`config.mk`:
```
export PLATFORM = sky130hd
export DESIGN_NAME = html_stream_controller
export DESIGN_NICKNAME = d
export VERILOG_FILES = /design/src/rtl/html_pkg.sv /design/src/rtl/html_stream_controller_char_fifo.sv /design/src/rtl/html_stream_controller.sv
export SDC_FILE = /design/constraint.sdc
export NUM_CORES = 1
export LEC_CHECK = 0
export ABC_CLOCK_PERIOD_IN_PS = 2400
export CORE_MARGIN = 2
export CORE_UTILIZATION = 57
export CTS_CLUSTER_SIZE = 10
export DETAILED_ROUTE_END_ITERATION = 16
export DONT_BUFFER_PORTS = 1
export GPL_ROUTABILITY_DRIVEN = 0
export PLACE_DENSITY = 0.78
export SYNTH_ARGS = -nofsm -noshare
export SYNTH_HDL_FRONTEND = slang
export SYNTH_HIERARCHICAL = 1
export SYNTH_SLANG_ARGS = --single-unit
```
`constraint.sdc`:
```
create_clock -name clock -period 2.4 [get_ports clock]
set_input_delay 0.72 -clock clock [delete_from_list [all_inputs] [get_ports clock]]
set_output_delay 0.72 -clock clock [all_outputs]
set_load 0.01 [all_outputs]
```
`src/rtl/html_pkg.sv`:
```
// Shared types and constants for the HTML character stream path.
// Character width, special characters and controller state encoding.
package html_pkg;

  localparam int CHAR_BITES = 8;

  localparam logic [CHAR_BITES-1:0] CHAR_NUL = 8'h00;
  localparam logic [CHAR_BITES-1:0] CHAR_LF  = 8'h0A;

  typedef enum logic [2:0] {
    ST_IDLE,
    ST_FETCH,
    ST_DRAIN,
    ST_FLUSH,
    ST_DONE
  } state_e;

endpackage

```
`src/rtl/html_stream_controller_char_fifo.sv`:
```
// char_fifo: DEPTH x CHAR_BITES sync FIFO, push/pop/clear, occupancy count.
// Ports: clk_i, rst_ni, push_i/data_i, pop_i, clear_i, data_o (head), count_o, empty_o.
import html_pkg::*;

module char_fifo #(
  parameter int DEPTH = 4
) (
  input  logic                    clk_i,
  input  logic                    rst_ni,
  input  logic                    push_i,
  input  logic [CHAR_BITES-1:0]   data_i,
  input  logic                    pop_i,
  input  logic                    clear_i,
  output logic [CHAR_BITES-1:0]   data_o,
  output logic [$clog2(DEPTH):0]  count_o,
  output logic                    empty_o
);

  localparam int AW = $clog2(DEPTH);

  logic [CHAR_BITES-1:0] mem_q [DEPTH];
  logic [AW-1:0]         wr_q, wr_d;
  logic [AW-1:0]         rd_q, rd_d;
  logic [AW:0]           cnt_q, cnt_d;

  always_comb begin
    wr_d  = wr_q;
    rd_d  = rd_q;
    cnt_d = cnt_q;
    if (clear_i) begin
      wr_d  = '0;
      rd_d  = '0;
      cnt_d = '0;
    end else begin
      if (push_i) wr_d = wr_q + AW'(1);
      if (pop_i)  rd_d = rd_q + AW'(1);
      unique case ({push_i, pop_i})
        2'b10:   cnt_d = cnt_q + (AW+1)'(1);
        2'b01:   cnt_d = cnt_q - (AW+1)'(1);
        default: cnt_d = cnt_q;
      endcase
    end
  end

  always_ff @(posedge clk_i or negedge rst_ni) begin
    if (!rst_ni) begin
      wr_q  <= '0;
      rd_q  <= '0;
      cnt_q <= '0;
    end else begin
      wr_q  <= wr_d;
      rd_q  <= rd_d;
      cnt_q <= cnt_d;
    end
  end

  always_ff @(posedge clk_i) begin
    if (push_i && !clear_i) mem_q[wr_q] <= data_i;
  end

  assign data_o  = mem_q[rd_q];
  assign count_o = cnt_q;
  assign empty_o = (cnt_q == '0);

endmodule

```
`src/rtl/html_stream_controller.sv`:
```
// Reader-to-tokenizer sequencer: one-request credit fetch, FIFO, line/col tags.
// Ports: clock/state_enable, start/abort, src_* reader side, out_* stream side, busy/done.
import html_pkg::*;

module html_stream_controller #(
  parameter int DEPTH  = 4,
  parameter int LINE_W = 16,
  parameter int COL_W  = 12
) (
  input  logic                  clock,
  input  logic                  state_enable,
  input  logic                  start,
  input  logic                  abort,
  output logic                  src_req,
  input  logic                  src_valid,
  input  logic                  src_eof,
  input  logic [CHAR_BITES-1:0] src_char,
  output logic                  out_valid,
  input  logic                  out_ready,
  output logic [CHAR_BITES-1:0] out_char,
  output logic                  out_last,
  output logic [LINE_W-1:0]     out_line,
  output logic [COL_W-1:0]      out_col,
  output logic                  busy,
  output logic                  done
);

  localparam int CW = $clog2(DEPTH) + 1;

  state_e              state_q, state_d;
  logic                infl_q, infl_d;
  logic [LINE_W-1:0]   line_q, line_d;
  logic [COL_W-1:0]    col_q, col_d;

  logic [CW-1:0]         count;
  logic                  empty;
  logic [CHAR_BITES-1:0] head;

  logic live, abort_ok, resp, push, pop, term, has_char;

  assign live     = (state_q == ST_FETCH) || (state_q == ST_DRAIN);
  assign abort_ok = abort && live;
  assign resp     = infl_q && (src_valid || src_eof);
  assign has_char = live && !empty;
  assign term     = (state_q == ST_DRAIN) && empty;

  // Only one credit: a request also reserves the FIFO slot it will fill.
  assign src_req  = (state_q == ST_FETCH) && !infl_q
                 && (count < CW'(DEPTH)) && !abort;
  assign push     = infl_q && src_valid
                 && (state_q == ST_FETCH) && !abort_ok;

  assign out_valid = has_char || term;
  assign out_last  = term;
  assign out_char  = has_char ? head : CHAR_NUL;
  assign out_line  = line_q;
  assign out_col   = col_q;
  assign pop       = has_char && out_ready;

  assign busy = (state_q != ST_IDLE) && (state_q != ST_DONE);
  assign done = (state_q == ST_DONE);

  char_fifo #(.DEPTH(DEPTH)) u_fifo (
    .clk_i   (clock),
    .rst_ni  (state_enable),
    .push_i  (push),
    .data_i  (src_char),
    .pop_i   (pop),
    .clear_i (abort_ok),
    .data_o  (head),
    .count_o (count),
    .empty_o (empty)
  );

  always_comb begin
    state_d = state_q;
    infl_d  = infl_q;
    line_d  = line_q;
    col_d   = col_q;

    if (src_req)   infl_d = 1'b1;
    else if (resp) infl_d = 1'b0;

    unique case (state_q)
      ST_IDLE: begin
        if (start) begin
          state_d = ST_FETCH;
          line_d  = LINE_W'(1);
          col_d   = COL_W'(1);
        end
      end
      ST_FETCH: begin
        if (abort)                 state_d = ST_FLUSH;
        else if (src_eof && infl_q) state_d = ST_DRAIN;
      end
      ST_DRAIN: begin
        if (abort)                  state_d = ST_FLUSH;
        else if (term && out_ready) state_d = ST_DONE;
      end
      ST_FLUSH: begin
        if (!infl_q || resp) state_d = ST_DONE;
      end
      ST_DONE: state_d = ST_DONE;
      default: state_d = ST_IDLE;
    endcase

    if (pop) begin
      unique case (1'b1)
        (head == CHAR_LF): begin
          if (line_q != '1) line_d = line_q + LINE_W'(1);
          col_d = COL_W'(1);
        end
        default: begin
          if (col_q != '1) col_d = col_q + COL_W'(1);
        end
      endcase
    end
  end

  always_ff @(posedge clock or negedge state_enable) begin
    if (!state_enable) begin
      state_q <= ST_IDLE;
      infl_q  <= 1'b0;
      line_q  <= LINE_W'(1);
      col_q   <= COL_W'(1);
    end else begin
      state_q <= state_d;
      infl_q  <= infl_d;
      line_q  <= line_d;
      col_q   <= col_d;
    end
  end

endmodule

```
## Yosys cells after proc, flatten, opt, wreduce, memory -nomap -nowiden

Memory sizes are Yosys's and may differ from the RTL's.
Cells that the tools add are included.

- $add $sub $neg: 6
- $lt $le $gt $ge: 1
- Equal/unequal tests: 14
- Mux-type cells: 28
- Reduce and logical (&&, ||, !) cells: 31

Operator list:

| kind | number |
|---|---|
| $mux W16 | 5 |
| $mux W12 | 5 |
| $mux W3 | 7 |
| $add A16 B1 Y16 const B | 1 |
| $ne A16 B16 Y1 const B | 1 |
| $logic_and A1 B1 Y1 | 15 |
| $pmux W3 S5 | 1 |
| $add A12 B1 Y12 const B | 1 |
| $ne A12 B12 Y1 const B | 1 |
| $eq A8 B4 Y1 const B | 1 |
| $mux W2 | 4 |
| $mux W8 | 1 |
| $eq A3 B2 Y1 const B | 2 |
| $logic_not A3 Y1 | 2 |
| $ne A3 B2 Y1 const B | 2 |
| $pmux W3 S2 | 1 |
| $reduce_bool A2 Y1 | 3 |
| $reduce_bool A3 Y1 | 2 |
| $add A2 B1 Y2 const B | 2 |
| $logic_not A1 Y1 | 4 |
| $logic_or A1 B1 Y1 | 4 |
| $mux W1 | 4 |
| $ne A2 B2 Y1 const B | 2 |
| $reduce_and A4 Y1 | 1 |
| other kinds (8) | 8 |

- Register bits: 39
- Bits in writable memories: 32
- Input bits: 15
- Output and inout bits: 41
- Word-level logic and storage cells: 88
- Memories: 1

Memory list:

| memory | words | bits a word | read ports | clocked after memory_dff | wr ports | line | RTL |
|---|---|---|---|---|---|---|---|
| u_fifo.mem_q | 4 | 8 | 1 | 0 | 1 | html_stream_controller_char_fifo.sv:21 | `logic [CHAR_BITES-1:0] mem_q [DEPTH];` |

## Depth between registers and ports, before layout

- Word-level depth: 8
- Gate-level depth with buffers: 10
- Depth with buffers taken out: 9

## By module

The synthesis kept the hierarchy.

By module, submodules not included:

| module | times used | cells an instance | area an instance (sq um) | seq. area each (sq um) |
|---|---|---|---|---|
| html_stream_controller | 1 | 234 | 2,120.8 | 803.3 |
| char_fifo | 1 | 84 | 1,609.0 | 1,136.1 |

## Least setup slack after synthesis

No wires, ideal clock.

- Path type: input port to flip-flop
- From: input abort
- To: register u_fifo.cnt_q[2], in the netlist u_fifo/count_o[2]
- Library setup time: 0.131 ns
- Data arrival time: 2.232 ns
- Data required time: 2.269 ns
- Setup slack: 0.037 ns
- Stages: 8
- Path buffers: 1
- Cells stage by stage: or3_1 > nor2_1 > buf_6 > nor2b_1 > fa_1 > and3b_1 > nor3_1 > nor3b_2

- Longest elaborated chain between the ends: 6
- Elaborated cells between the ends (all ways): 8
- Classes of those cells: eq/ne (2); mux (2); reduce/logical (4)

Ends and longest elaborated chain:

| what | line | RTL |
|---|---|---|
| start: declaration | html_stream_controller.sv:13 | `input logic abort,` |
| $logic_and A1 B1 Y1 (*) | html_stream_controller.sv:42 | `assign abort_ok = abort && live;` |
| $logic_not A1 Y1 (*) | html_stream_controller.sv:51 | `&& (state_q == ST_FETCH) && !abort_ok;` |
| $logic_and A1 B1 Y1 (*) | html_stream_controller.sv:51 |  |
| net push | html_stream_controller.sv:39 | `logic live, abort_ok, resp, push, pop, term, has_char;` |
| $eq A2 B1 Y1 / $eq A2 B2 Y1 (equally long branches) | html_stream_controller_char_fifo.sv:37 | `unique case ({push_i, pop_i})` |
| $pmux W3 S2 | html_stream_controller_char_fifo.sv:37 |  |
| $mux W3 | html_stream_controller_char_fifo.sv:30 | `if (clear_i) begin` |
| end signal: assignment | html_stream_controller_char_fifo.sv:53 | `cnt_q <= cnt_d;` |
| end: declaration | html_stream_controller_char_fifo.sv:24 | `logic [AW:0] cnt_q, cnt_d;` |

The timed path passes the listed nets; every way through them passes the cells marked *.
A chain may end at the register's enable or synchronous reset.

## Final worst setup path

- From: register u_fifo.rd_q[0]
- To: register line_q[8], in the netlist out_line[8]

- Longest elaborated chain between the ends: 4

Ends and longest elaborated chain:

| what | line | RTL |
|---|---|---|
| start: declaration | html_stream_controller_char_fifo.sv:23 | `logic [AW-1:0] rd_q, rd_d;` |
| start signal: assignment | html_stream_controller_char_fifo.sv:52 | `rd_q <= rd_d;` |
| $mem_v2 Z4 W8 | - |  |
| net head[6] | html_stream_controller.sv:37 | `logic [CHAR_BITES-1:0] head;` |
| $eq A8 B4 Y1 | html_stream_controller.sv:109 | `(head == CHAR_LF): begin` |
| $mux W16 | html_stream_controller.sv:108 | `unique case (1'b1)` |
| $mux W16 | html_stream_controller.sv:107 | `if (pop) begin` |
| net line_d[8] | html_stream_controller.sv:32 | `logic [LINE_W-1:0] line_q, line_d;` |
| end signal: assignment | html_stream_controller.sv:129 | `line_q <= line_d;` |
| end: declaration | html_stream_controller.sv:32 |  |

The timed path passes the listed nets, and every way through them passes these cells.

==> out/metrics.cfg <==
[status]
status=complete, but fails checks
violations=setup timing

[global_route]
grt_pass1_vias=2766
grt_use_total=0.245
grt_overflow=0
grt_max_degree=40
grt_pass1_wl_um=13700
antenna_found_initial=0

[job]
max_cap_violations=0

[drt]
drt-total-wl_um=8540
drt_iter0_drc=221
wl_met1_um=3380
vias=2819
wl_per_cell_um=19.7
firstDrtPassIters=5
remaining_drc_errors=0
routed_via_density=6.51
dr.max_layer_used=met4
ant_nets=0
wl_met2_um=4300
routed-wl-met3_um=714

[final_layout]
final_cells=433
layout.nets=373
num-fill-cells=422
most-common-layout-cells=34 x dfrtp_1, 32 x edfxtp_1, 29 x buf_4
syn2layout_area_growth_pct=20.3
antennaDiodeCount=0
layout_commonest_cell=dfrtp_1
drive_above_1_share=0.309

[sta]
final-hold-violation-count=0
relSlewSlack=0.716
setup-violations-final=16
rsz0062_at_grt=true
fin_crit_sh=1.06
final_max_slew_viol_count=0
fin_setup_tns_ns=-0.906
worst_pin_slew_ns=0.426
period_needed_ns=2.55
fin_worst_skew_ns=0.0101
clock.fmax_ghz=0.393
setup_ws_ns=-0.146

[synthesis]
ys_ff_latch=71
ys.flop_type=dfrtp_1
yosysSeqAreaShare=0.520
synth_area_um2=3730
synth_cell_types=55
syn_area_per_cell_um2=11.7
syn-num-nets=340
ys_warn_count=6
synth_edf_count=32
async_reset_ff_frac=0.549
syn_inst=318

[setup_path]
cp_max_fo=8
start_kind=register
arrival_ns=2.84
end_kind=register
path_class=register to register
critical_path_required_ns=2.69

[power]
p_per_area_nw_per_um2=882
p_sw_mw=1.40
internal_power_mw=2.56
clkPwrFrac=0.257
p_comb_frac=0.355
ir_drop_mv=0.668
sequentialPowerShare=0.388
power_switching_share=0.354
p_leak_nw=1.67

[floorplan]
chipWidth_um=84.9
initial_core_util=0.587
dieHeight_um=84.9
io_pins=56
core_area_um2=6350
die-area_um2=7210
rows=29

[place]
place_hpwl_um=5590
io_buffers=0
dp_slack_ns=-0.212
dp.cells=406

[clock_network]
cts-root-buf=clkbuf_8
numCtsBuffers=9
cts.hold.buffers_added=0
clkTransAtPathRegs_ns=0.09
htree_levels=3
cts_sinks=71
cts_buffer_depth=2
cts_tree=built
clk_latency_ns=0.36

[min_path]
hold_class=input pin to asynchronous set/reset pin

worst paths after layout:
check | slack (ns) | end | cells past startpoint | start
max in group asynchronous | 2.17 | out_line[0]$_DFF_PN1_ | 0 | state_enable
worst max register to register | -0.15 | out_line[8]$_DFF_PN0_ | 8 | u_fifo/rd_q[0]$_DFFE_PN0P_
min in group clock | 0.45 | u_fifo/mem_q[1][3]$_DFFE_PP_ | 0 | src_char[3]
worst max-delay path | -0.15 | out_line[8]$_DFF_PN0_ | 8 | u_fifo/rd_q[0]$_DFFE_PN0P_
worst min register to register | 0.59 | u_fifo/wr_q[1]$_DFFE_PN0P_ | 2 | u_fifo/wr_q[1]$_DFFE_PN0P_
worst min-delay path | 0.04 | out_line[15]$_DFF_PN0_ | 0 | state_enable
state kept, by name, summed over array words and instances, names as in the netlist:
signal and count:
u_fifo/rd_q 2, state_q 3, u_fifo/wr_q 2, u_fifo/count_o 3
out_line 16, infl_q 1, u_fifo/mem_q 32, out_col 12
per-layer routing:
metal / GRT usage / vias to the layer above
li1: - / 1291
met1: 0.315 / 1384
met2: 0.397 / 128
met3: 0.0875 / 16
met4: 0.0722 / 0
met5: 0 / -
layout make-up:
type                            count  area, um2  area share
Clock buffer                        9        124      0.0276
Sequential cell                    71       1940       0.433
Clock inverter                      7       85.1      0.0190
Timing Repair Buffer               40        388      0.0864
Multi-Input combinational cell    222       1830       0.407
Inverter                            7       26.3     0.00585
Tap cell                           77       96.3      0.0215
critical path, cell delays in order (launching register included):
cell     delay, ns
dfrtp_1       0.40
buf_12        0.15
mux4_2        0.52
nor4_2        0.29
buf_4         0.15
nand4_1       0.16
buf_2         0.21
or4_1         0.46
a21oi_1       0.13
what timing repair did:
item | 4_1_cts | 5_1_grt
pin swaps | 16 | 2
endpoints found under the setup margin | 25 | 36
gates resized for setup | 28 | 15
buffers inserted | 9 | 1
cloned | 1 | 0
cell usage after synthesis (4+ instances only):
master	number	area, um2
o21ai_0	10	50.1
inv_1	7	26.3
nand4_1	11	68.8
a21oi_1	11	55.1
ha_1	6	75.1
or3_1	5	31.3
nor4_1	4	25.0
and4_1	6	52.6
buf_6	5	56.3
o31ai_1	8	60.1
a211oi_1	5	37.5
mux2i_1	11	110
clkbuf_1	4	15.0
nor3b_1	5	37.5
or4_1	7	52.6
nor2_1	16	60.1
mux4_2	8	180
nand3_1	17	85.1
xnor2_1	5	43.8
dfrtp_1	37	926
and2_1	12	75.1
edfxtp_1	32	961
nand2_1	21	78.8
nor3_1	6	30.0
buf_2	8	40.0
nand2b_1	4	25.0
power groups by stage:
stage	registers (mW)	logic (mW)	clock network, mW
global placement	1.54	1.14	0
CTS	1.53	1.31	1.03
finish	1.53	1.40	1.02
detailed placement	1.55	1.17	0
floorplan	1.48	0.907	0
global route	1.55	1.52	1.09
through the flow:
stage | area, um2 | hold WS [ns] | total power [mW] | util
floorplan | 3730 | 0.424 | 2.38 | -
global placement | 4000 | 0.425 | 2.68 | 0.631
detailed placement | 4000 | 0.425 | 2.71 | 0.631
CTS | 4410 | 0.0321 | 3.87 | 0.695
global route | 4490 | 0.0171 | 4.15 | 0.707
finish | 4490 | 0.0421 | 3.96 | 0.707
kinds of logic (layout without fill, tap and decap cells):
family / count (synthesis) / count (layout) / share of synthesized area
adder cells (fa/ha/maj): 7 / 7 / 0.0255
AO/OA/AOI/OAI: 52 / 52 / 0.0939
multiplexers: 19 / 19 / 0.0778
XOR/XNOR: 8 / 8 / 0.0228
AND/OR/NAND/NOR: 136 / 136 / 0.222
flip-flops: 71 / 71 / 0.520
buffers and inverters: 25 / 63 / 0.0379
(Power assumes the default switching activity.)
==> RTL change (same settings) <==
Re-encode `state_e` (5 states) as Gray code, 3 bits wide.
--- a/src/rtl/html_pkg.sv
+++ b/src/rtl/html_pkg.sv
@@ -8,11 +8,11 @@
   localparam logic [CHAR_BITES-1:0] CHAR_LF  = 8'h0A;
 
   typedef enum logic [2:0] {
-    ST_IDLE,
-    ST_FETCH,
-    ST_DRAIN,
-    ST_FLUSH,
-    ST_DONE
+    ST_IDLE  = 3'b000,
+    ST_FETCH = 3'b001,
+    ST_DRAIN = 3'b011,
+    ST_FLUSH = 3'b010,
+    ST_DONE  = 3'b110
   } state_e;
 
 endpackage
Behaviour: same outputs for any inputs over 4 cycles, from zero or initial values; so few cycles prove little.
==> RTL change against the original RTL <==
  * Count of clock-buffer cells in the layout up 1
  * Setup slack better by 0.16 ns
  * Cell count decreased by 2.1%
  * Non-clock buffer count stayed put
  * Sequential cell count is the same
  * Die area down 1.2%
  * Worst hold slack better by 0.0053 ns
  * Design area is 0.72% lower
  * Synthesized area fell by 1.3%
  * Wire length fell by 2.8%
  * Synthesized cell count is 3.8% lower
  * Critical path type unchanged
  * Critical endpoint is now out_line[9]
Power is not compared: it rests on default switching activity, and its combinational part moved more than twofold at a synthesized area within 25%.
==> RTL change: results (changes against the original RTL) <==
| Metric | Value |
|---|---|
| GR Util met3 | 0.0708 (-0.0168) |
| Sequential share of the synthesized area | 0.527 (+0.00689) |
| Main area contributors after synthesis | edfxtp_1, dfrtp_1, mux4_2 |
| Area grow syn2layout | 21.0% |
| CP max-delay cell | mux4_2 |
| Seq pwr | 1420 uW |
| Worst endpoint data arrival time | 2.68 ns (-0.16 ns) |
| Inverter count | 10 (+3) |
| Total number of vias | 2687 (-4.7%) |
| Fraction of area in multi-input gates | 0.402 (-0.00489) |
| Syn. warnings | 6 (unchanged) |
| Reg2Reg Depth | 7 (-1) |
| Layout cells sized above 1 | 0.326 (+0.0167) |
| Yosys cell types | 61 (+11%) |
| First-pass iteration count of the detailed router | 5 (unchanged) |
| N_diodes | 0 (unchanged) |
| Max_slew headroom | 0.610 (-0.106) |
| Initial antenna violation count | 0 (unchanged) |
| # fillers | 411 (-2.6%) |
| Area after DPL | 0.00401 mm^2 (+0.12%) |
| Gr usage total | 0.237 (-0.00847) |
| First-pass GRT wire length | 13200 um (-3.4%) |
| Clock Skew | 0.0145 ns (+0.00439 ns) |
| DP Wirelength | 5660 um (+1.3%) |
| Final net count | 364 (-2.4%) |
| Largest net degree at the start of global routing | 40 (unchanged) |
| Clkbuf count | 10 (+1) |
| Synth cell count leaders | dfrtp_1, edfxtp_1, nand2_1, a21oi_1, nor2_1 |
| Logic power comb | 645 uW |
| Status | finished, final reports clean |
| NonClk Buf Share | 0.0817 (-0.00470) |
| Sequential portion of the cell area | 0.436 (+0.00260) |
| Row count | 29 (unchanged) |
| Clock-cell share | 0.0497 (+0.00315) |
| WL final | 8300 um (-2.8%) |
| Post-synth net total | 328 (-3.5%) |
| M1 GR Usage | 0.290 (-0.0256) |
| Sw Share | 0.287 |
| Met2 usage | 0.389 (-0.00768) |
| Skew-Pair Late Insertion Delay | 0.36 ns (about the same) |
| Comb_multi_in | 210 (-5.4%) |
| Drt initial violations | 107 (-52%) |
| Crit-path max FO | 5 (-3) |
RTL change: through the flow:
| stage | instances | worst slack [ns] | power [uW] |
|---|---|---|---|
| 2_1_floorplan | 306 | 0.0314 | 1860 |
| 3_3_place_gp | 406 | 0.0169 | 2010 |
| 3_5_place_dp | 406 | -0.0496 | 2030 |
| 4_1_cts | 422 | 0.00274 | 3120 |
| 5_1_grt | 424 | -0.0711 | 3290 |
| 6_report | 424 | 0.0134 | 3140 |
RTL change: worst paths after layout:
kind	from	to	slack, ns
hold reg to reg	out_line[0]	out_line[0]	0.56
hold / removal	state_enable	out_line[3]	0.05
min in group clock	src_char[2]	u_fifo/mem_q[0][2]	0.46
max in group asynchronous	state_enable	out_line[0]	2.16
setup reg to reg	u_fifo/rd_q[0]	out_line[9]	0.01
setup / recovery	u_fifo/rd_q[0]	out_line[9]	0.01
RTL change: cell families (layout without fill, tap and decap cells):
logic type | after synthesis | after routing | share of synthesized area
adders and majority gates | 7 | 7 | 0.0258
xor gates and xnor gates | 7 | 7 | 0.0187
and+or+nand+nor | 124 | 124 | 0.219
muxes | 16 | 16 | 0.0707
DFF | 71 | 71 | 0.527
buffers and inverters | 25 | 66 | 0.0364
AOI/OAI and AO/OA | 56 | 56 | 0.103
RTL change: worst reg2reg max path, cell delays in order, from the launching register on:
cell and delay [ns]:
dfrtp_2 0.43, buf_6 0.12, mux4_2 0.52, nor4_4 0.37, buf_4 0.20, nand4_4 0.10, or4_4 0.43, a21oi_2 0.15
RTL change: metal layers:
metal	share of wire	up-vias
met2	0.52	102
met3	0.063	15
li1	-	1228
met1	0.40	1342
met5	0	-
met4	0.022	0
RTL change: repair_timing:
item	4_1_cts	5_1_grt
setup endpoints to repair	19	21
gates resized for setup	7	39
hold buffers	0	0
pin swaps	2	14
setup buffers	1	2
